===== src/rtl/pwm_cfg_shadow_bank.sv =====
// PWM config shadow bank: per-channel live word loaded only at safe points.
// Ports: mclk, h_reset_n, enb/cfg_update/cfg_dupdate/upd_mode/period_end,
//   reg_in -> reg_out (NCH*WD packed), upd_pend, upd_done.
module pwm_cfg_shadow_bank #(
  parameter int NCH = 4,
  parameter int WD  = 32
) (
  input  logic              mclk,
  input  logic              h_reset_n,
  input  logic [NCH-1:0]    enb,
  input  logic [NCH-1:0]    cfg_update,
  input  logic [NCH-1:0]    cfg_dupdate,
  input  logic [NCH-1:0]    upd_mode,
  input  logic [NCH-1:0]    period_end,
  input  logic [NCH*WD-1:0] reg_in,
  output logic [NCH*WD-1:0] reg_out,
  output logic [NCH-1:0]    upd_pend,
  output logic [NCH-1:0]    upd_done
);

  typedef enum logic {
    IDLE = 1'b0,
    PEND = 1'b1
  } st_t;

  for (genvar c = 0; c < NCH; c++) begin : g_ch
    st_t           st_q, st_d;
    logic [WD-1:0] out_q, out_d;
    logic [WD-1:0] stg_q, stg_d;
    logic          done_d;
    logic [WD-1:0] din;
    logic          pend;

    assign din  = reg_in[c*WD +: WD];
    assign pend = (st_q == PEND);

    always_ff @(posedge mclk or negedge h_reset_n) begin
      if (!h_reset_n) begin
        st_q        <= IDLE;
        out_q       <= '0;
        stg_q       <= '0;
        upd_done[c] <= 1'b0;
      end else begin
        st_q        <= st_d;
        out_q       <= out_d;
        stg_q       <= stg_d;
        upd_done[c] <= done_d;
      end
    end

    // Lock beats disable beats enabled-mode handling.
    always_comb begin
      st_d   = st_q;
      out_d  = out_q;
      stg_d  = stg_q;
      done_d = 1'b0;
      if (cfg_dupdate[c]) begin
        if (cfg_update[c]) begin
          stg_d = din;
          st_d  = PEND;
        end
      end else if (!enb[c]) begin
        out_d = din;
        st_d  = IDLE;
      end else if (!upd_mode[c]) begin
        if (cfg_update[c]) begin
          out_d  = din;
          st_d   = IDLE;
          done_d = 1'b1;
        end else if (pend) begin
          // request recorded under lock or before a mode switch
          out_d  = stg_q;
          st_d   = IDLE;
          done_d = 1'b1;
        end
      end else begin
        if (cfg_update[c] && period_end[c]) begin
          out_d  = din;
          st_d   = IDLE;
          done_d = 1'b1;
        end else if (cfg_update[c]) begin
          stg_d = din;
          st_d  = PEND;
        end else if (period_end[c] && pend) begin
          out_d  = stg_q;
          st_d   = IDLE;
          done_d = 1'b1;
        end
      end
    end

    assign reg_out[c*WD +: WD] = out_q;
    assign upd_pend[c]         = pend;
  end

endmodule


===== config.mk =====
export PLATFORM = sky130hd
export DESIGN_NAME = pwm_cfg_shadow_bank
export DESIGN_NICKNAME = d
export VERILOG_FILES = /design/src/rtl/pwm_cfg_shadow_bank.sv
export SDC_FILE = /design/constraint.sdc
export NUM_CORES = 1
export LEC_CHECK = 0
export CAP_MARGIN = 15
export CORE_ASPECT_RATIO = 1.1
export CORE_MARGIN = 5
export CORE_UTILIZATION = 30
export CTS_CLUSTER_SIZE = 25
export DETAILED_ROUTE_END_ITERATION = 12
export DONT_BUFFER_PORTS = 1
export SLEW_MARGIN = 20
export SYNTH_ARGS = -nofsm -noshare
export SYNTH_HDL_FRONTEND = slang
export SYNTH_SLANG_ARGS = --single-unit

===== constraint.sdc =====
create_clock -name mclk -period 1.4 [get_ports mclk]
set_input_delay 0.28 -clock mclk [delete_from_list [all_inputs] [get_ports mclk]]
set_output_delay 0.28 -clock mclk [all_outputs]
set_load 0.02 [all_outputs]

== After elaboration in Yosys (flattened, before gate mapping) ==
Cells that the tools add are included.

* Register bits: 264
* Input bits: 150
* Output and inout bits: 136
* Word-level logic and storage cells: 180

* Equality and inequality tests: 24
* Multiplexer cells: 108
* Bitwise gates (word level): 4
* Reduce and logical (&&, ||, !) cells: 28

{| class="wikitable"
|+ Operators with widths
! kind !! count
|-
| 2-to-1 mux 32 bit || 48
|-
| 2-to-1 mux 1 bit || 60
|-
| inequality test 5 x 3 -> 1 bit (second input constant) || 4
|-
| inequality test 2 bit (second input constant) || 8
|-
| inequality test 4 x 1 -> 1 bit (second input constant) || 4
|-
| inequality test 4 x 2 -> 1 bit (second input constant) || 4
|-
| inequality test 4 x 3 -> 1 bit (second input constant) || 4
|-
| AND reduction 4 bit || 4
|-
| nonzero test 2 bit || 8
|-
| AND reduction 3 bit || 4
|-
| logical AND 1 bit || 8
|-
| AND reduction 2 bit || 4
|-
| inverter 1 bit || 4
|}

== Logic depth before layout (Yosys ltp) ==
* Depth in word-level cells: 7
* Mapped depth: 7
* Depth with buffers taken out: 4

== Worst setup path after synthesis ==
Ideal clock, no wire load.

* Path type: input-to-reg
* Start point: in upd_mode[0]
* End point: reg g_ch[0].out_q[0]
* Setup time: 0.125 ns
* Arrival time: 1.506 ns
* Required time: 1.275 ns
* Setup slack: -0.230 ns
* Stages on the path: 5
* Buffers on the path: 1
* Path through: nor2b_2 -> o21ai_1 -> buf_2 -> mux2_2 -> mux2_2

* Longest elaborated chain between the ends: 2
* Elaborated cells between the ends (all ways): 6
* Classes of those cells: eq/ne: 3; mux: 2; reduce/logical: 1

{| class="wikitable"
|+ RTL lines
! item !! line !! source
|-
| from (decl) || 13 || <nowiki>input logic [NCH-1:0] upd_mode,</nowiki>
|-
| inequality test 4 x 2 -> 1 bit (no line) (tied with other cells) || - ||
|-
| AND reduction 4 bit (no line) or 2-to-1 mux 32 bit (tied branches) || - ||
|-
| to (signal assigned) || 45 || <nowiki>out_q <= out_d;</nowiki>
|-
| to (decl) || 28 || <nowiki>logic [WD-1:0] out_q, out_d;</nowiki>
|}

Several ways; a longest one is shown, not always the timed one.
A chain may end at the register's enable or synchronous reset.

== Final worst setup path ==
* Start point: reg g_ch[1].st_q
* End point: out upd_pend[1]

{| class="wikitable"
|+ RTL lines
! item !! line !! source
|-
| from (decl) || 27 || <nowiki>st_t st_q, st_d;</nowiki>
|-
| from (signal assigned) || 44 || <nowiki>st_q <= st_d;</nowiki>
|-
| to (decl) || 17 || <nowiki>output logic [NCH-1:0] upd_pend,</nowiki>
|}

No word-level cell between the ends.

==> results.tsv <==
stage	metric	value	unit
synthesis	most frequent cells after synthesis	dfrtp_1 (264), mux2_2 (225), o21ai_0 (79)	
detailed_routing	M1 wire length	14500	um
setup_path	R2R depth	5	
grt	largest net degree at the start of global routing	265	
power_and_ir_drop	VDD IR max	0.00112	V
power_and_ir_drop	PnR Total Power	21700	uW
setup_path	crit path kind	flip-flop to output port	
sta	final hold violation count	264	
sta	achievable frequency	679	MHz
grt	antenna violations before repair	1	
sta	RSZ-0062 raised after global routing	true	
sta	worst-margin pin slew	449	ps
placed_design	dpl cells	1508	
sta	Setup TNS	-181	ps
grt	grt total ovfl	0	
grt	Tot GR Track Use	14.6	%
sta	Rel. slew slack	70.0	%
detailed_routing	drt total wl	35700	um
setup_path	Crit Path Max Fanout	2	
detailed_routing	Post-route DRC	0	
placed_design	Post-DP Area	13400	um2
detailed_routing	Final ANT Viol Nets	0	
detailed_routing	via/cell ratio	5.06	
layout	Area Growth Syn to Fin	32.3	%
detailed_routing	drt pass-1 iters	7	
detailed_routing	routed wl met2	17500	um
clock_network	insertion delay to the later sink of the worst-skew pair	570	ps
clock_network	CTS tree	yes	
power_and_ir_drop	Power Dens Cells	1310	nW/um2
synthesis	async set-reset flop share out of synthesis	100	%
floorplanning	core box area	41300	um2
layout	Final Instance Area	16500	um2
floorplanning	Boundary Pins	286	
layout	NumNets Final	1295	
setup_path	Req. time, crit path	1120	ps
clock_network	Clock Tree Buf Depth	3	
sta	post-route setup slack	-72.0	ps
layout	share of layout cells above drive strength 1	37.4	%
detailed_routing	met3 routed WL	2840	um
detailed_routing	highest routed layer	met4	
setup_path	reg2reg start	g_ch[1].pend	
synthesis	Area contributors post-synth	dfrtp_1 (53%), mux2_2 (20%), a2bb2oi_1 (3.4%), a211oi_1 (3.2%), o21ai_0 (3.2%)	
layout	Non-Filler Instances	1727	
grt	vias in the first global route	9373	
setup_path	CP startpoint kind	flip-flop	
status	failing checks	hold timing, setup timing	
sta	Tmin final	1470	ps
setup_path	RR Endpoint	g_ch[1].out_q[16]	
synthesis	post-synthesis cell area	12500	um2
status	status	finished with violations	
synthesis	Seq cells post-synth	264	
power_and_ir_drop	Leakage	0.00677	uW
setup_path	crit end category	output port	
detailed_routing	initial drt markers	293	
floorplanning	Die X	205	um
detailed_routing	wire per inst	20.7	um
placed_design	Port Buffers	0	
clock_network	Root Driver	clkbuf_16	
clock_network	H-tree depth	1	
floorplanning	Rows	78	
synthesis	Synth Flop Type	dfrtp_1	
synthesis	count of cell types in the netlist	39	
synthesis	leading cell type by number of instances after synthesis	dfrtp_1	
synthesis	Mapped Cells	981	
setup_path	Data arrival, critical path	1190	ps
synthesis	syn avg cell area	12.8	um2
synthesis	area leader, netlist	dfrtp_1	
clock_network	TritonCTS buffer count	29	
sta	clk_skew	15.9	ps
synthesis	sequential fraction of the synthesis area	52.8	%
synthesis	yosys warns	0	
floorplanning	chip height	224	um
placed_design	hpwl dp	21100	um
sta	Tcrit/Tclk final	105	%
synthesis	share of the synthesized area in the top cell type	52.8	%
floorplanning	Die ar.	45900	um2
clock_network	clk sinks	264	
sta	Slew Limit Fails	0	
grt	first-pass GRT wire length	54800	um
setup_path	R2R Setup Slk	-30	ps
sta	hold slack final	-599	ps
flow_run	max_cap viols	0	
detailed_routing	DR vias	8738	
sta	Finish-stage setup viols	7	
synthesis	EDFF count, synth	0	
synthesis	synthesized net count	1131	
placed_design	routability cong.	0.735	
floorplanning	initial core utilization	30.3	%
clock_network	Worst-path clk slew	60	ps
worst_hold_path	Hold Path Class	input port to async pin	
## cell usage in the layout, fill, tap and decap left out, types with 8 or more instances in the layout
cell	count
dfrtp_1	250
mux2_2	225
dlygate4sd3_1	143
o21ai_0	78
a21boi_0	50
and2_1	50
a2bb2oi_1	44
clkbuf_16	36
a211oi_2	34
buf_12	28
mux2_4	25
buf_4	25
nor2_1	20
a211oi_1	18
dfrtp_2	14
clkbuf_1	12
a21oi_1	11
inv_1	8
o21a_1	8
buf_6	8
## registers in the layout, indices dropped and copies added (netlist names)
| signal | flops |
|---|---|
| g_ch.out_q | 128 |
| g_ch.pend | 4 |
| g_ch.stg_q | 128 |
| upd_done | 4 |
## stage by stage
step | util [%] | setup slack (ps)
floorplan | - | -69.5
global placement | 32.6 | -141
detailed placement | 32.6 | -164
CTS | 38.8 | -105
global route | 40.1 | -117
finish | 40.1 | -72.0
## final cells by class
class	instances	area (um2)
Fill cell	3837	24700
Sequential cell	264	6620
Multi-Input combinational cell	627	5770
Timing Repair Buffer	215	2500
Clock buffer	47	853
Tap cell	560	701
Clock inverter	5	65.1
Inverter	8	30.0
Antenna cell	1	2.50
## where the power goes
part,switching (uW),leakage (uW),internal (uW),total [uW]
Sequential,1770,0.00308,8910,10700
Clock,3080,0.000450,4330,7420
Combinational,1330,0.00324,2250,3570
## worst max path at each step
| stage | start | endpoint | depth (start not counted) |
|---|---|---|---|
| 2_1_floorplan | upd_mode[0] | g_ch[0].out_q[0] | 5 |
| 3_3_place_gp | upd_mode[0] | g_ch[0].out_q[15] | 5 |
| 3_5_place_dp | upd_mode[0] | g_ch[0].out_q[7] | 5 |
| 4_1_cts | g_ch[1].pend | upd_pend[1] | 2 |
| 5_1_grt | g_ch[1].pend | upd_pend[1] | 2 |
| 6_report | g_ch[1].pend | upd_pend[1] | 2 |
## worst max-delay path: stages, from the launching register on
cell	delay, ps
dfrtp_1	400
buf_6	120
buf_6	120
## layer usage
metal,track usage (%),vias up
met3,4.31,54
li1,-,3909
met4,4.22,0
met2,24.6,287
met1,18.4,4488
met5,0,-
## kinds of logic after synthesis
| group | synth area share [%] |
|---|---|
| compound gates | 15.2 |
| flops | 52.8 |
| mux | 23.7 |
| simple gates | 4.62 |
| buf+inv | 3.75 |
## timing repair
item,CTS,global route
pin swaps,6,8
gates resized for setup,28,60
endpoints found under the hold margin,528,266
hold buffers,148,2
cloned,1,8
endpoints found under the setup margin,66,150
buffers inserted,5,2
(Power assumes the default switching activity.)
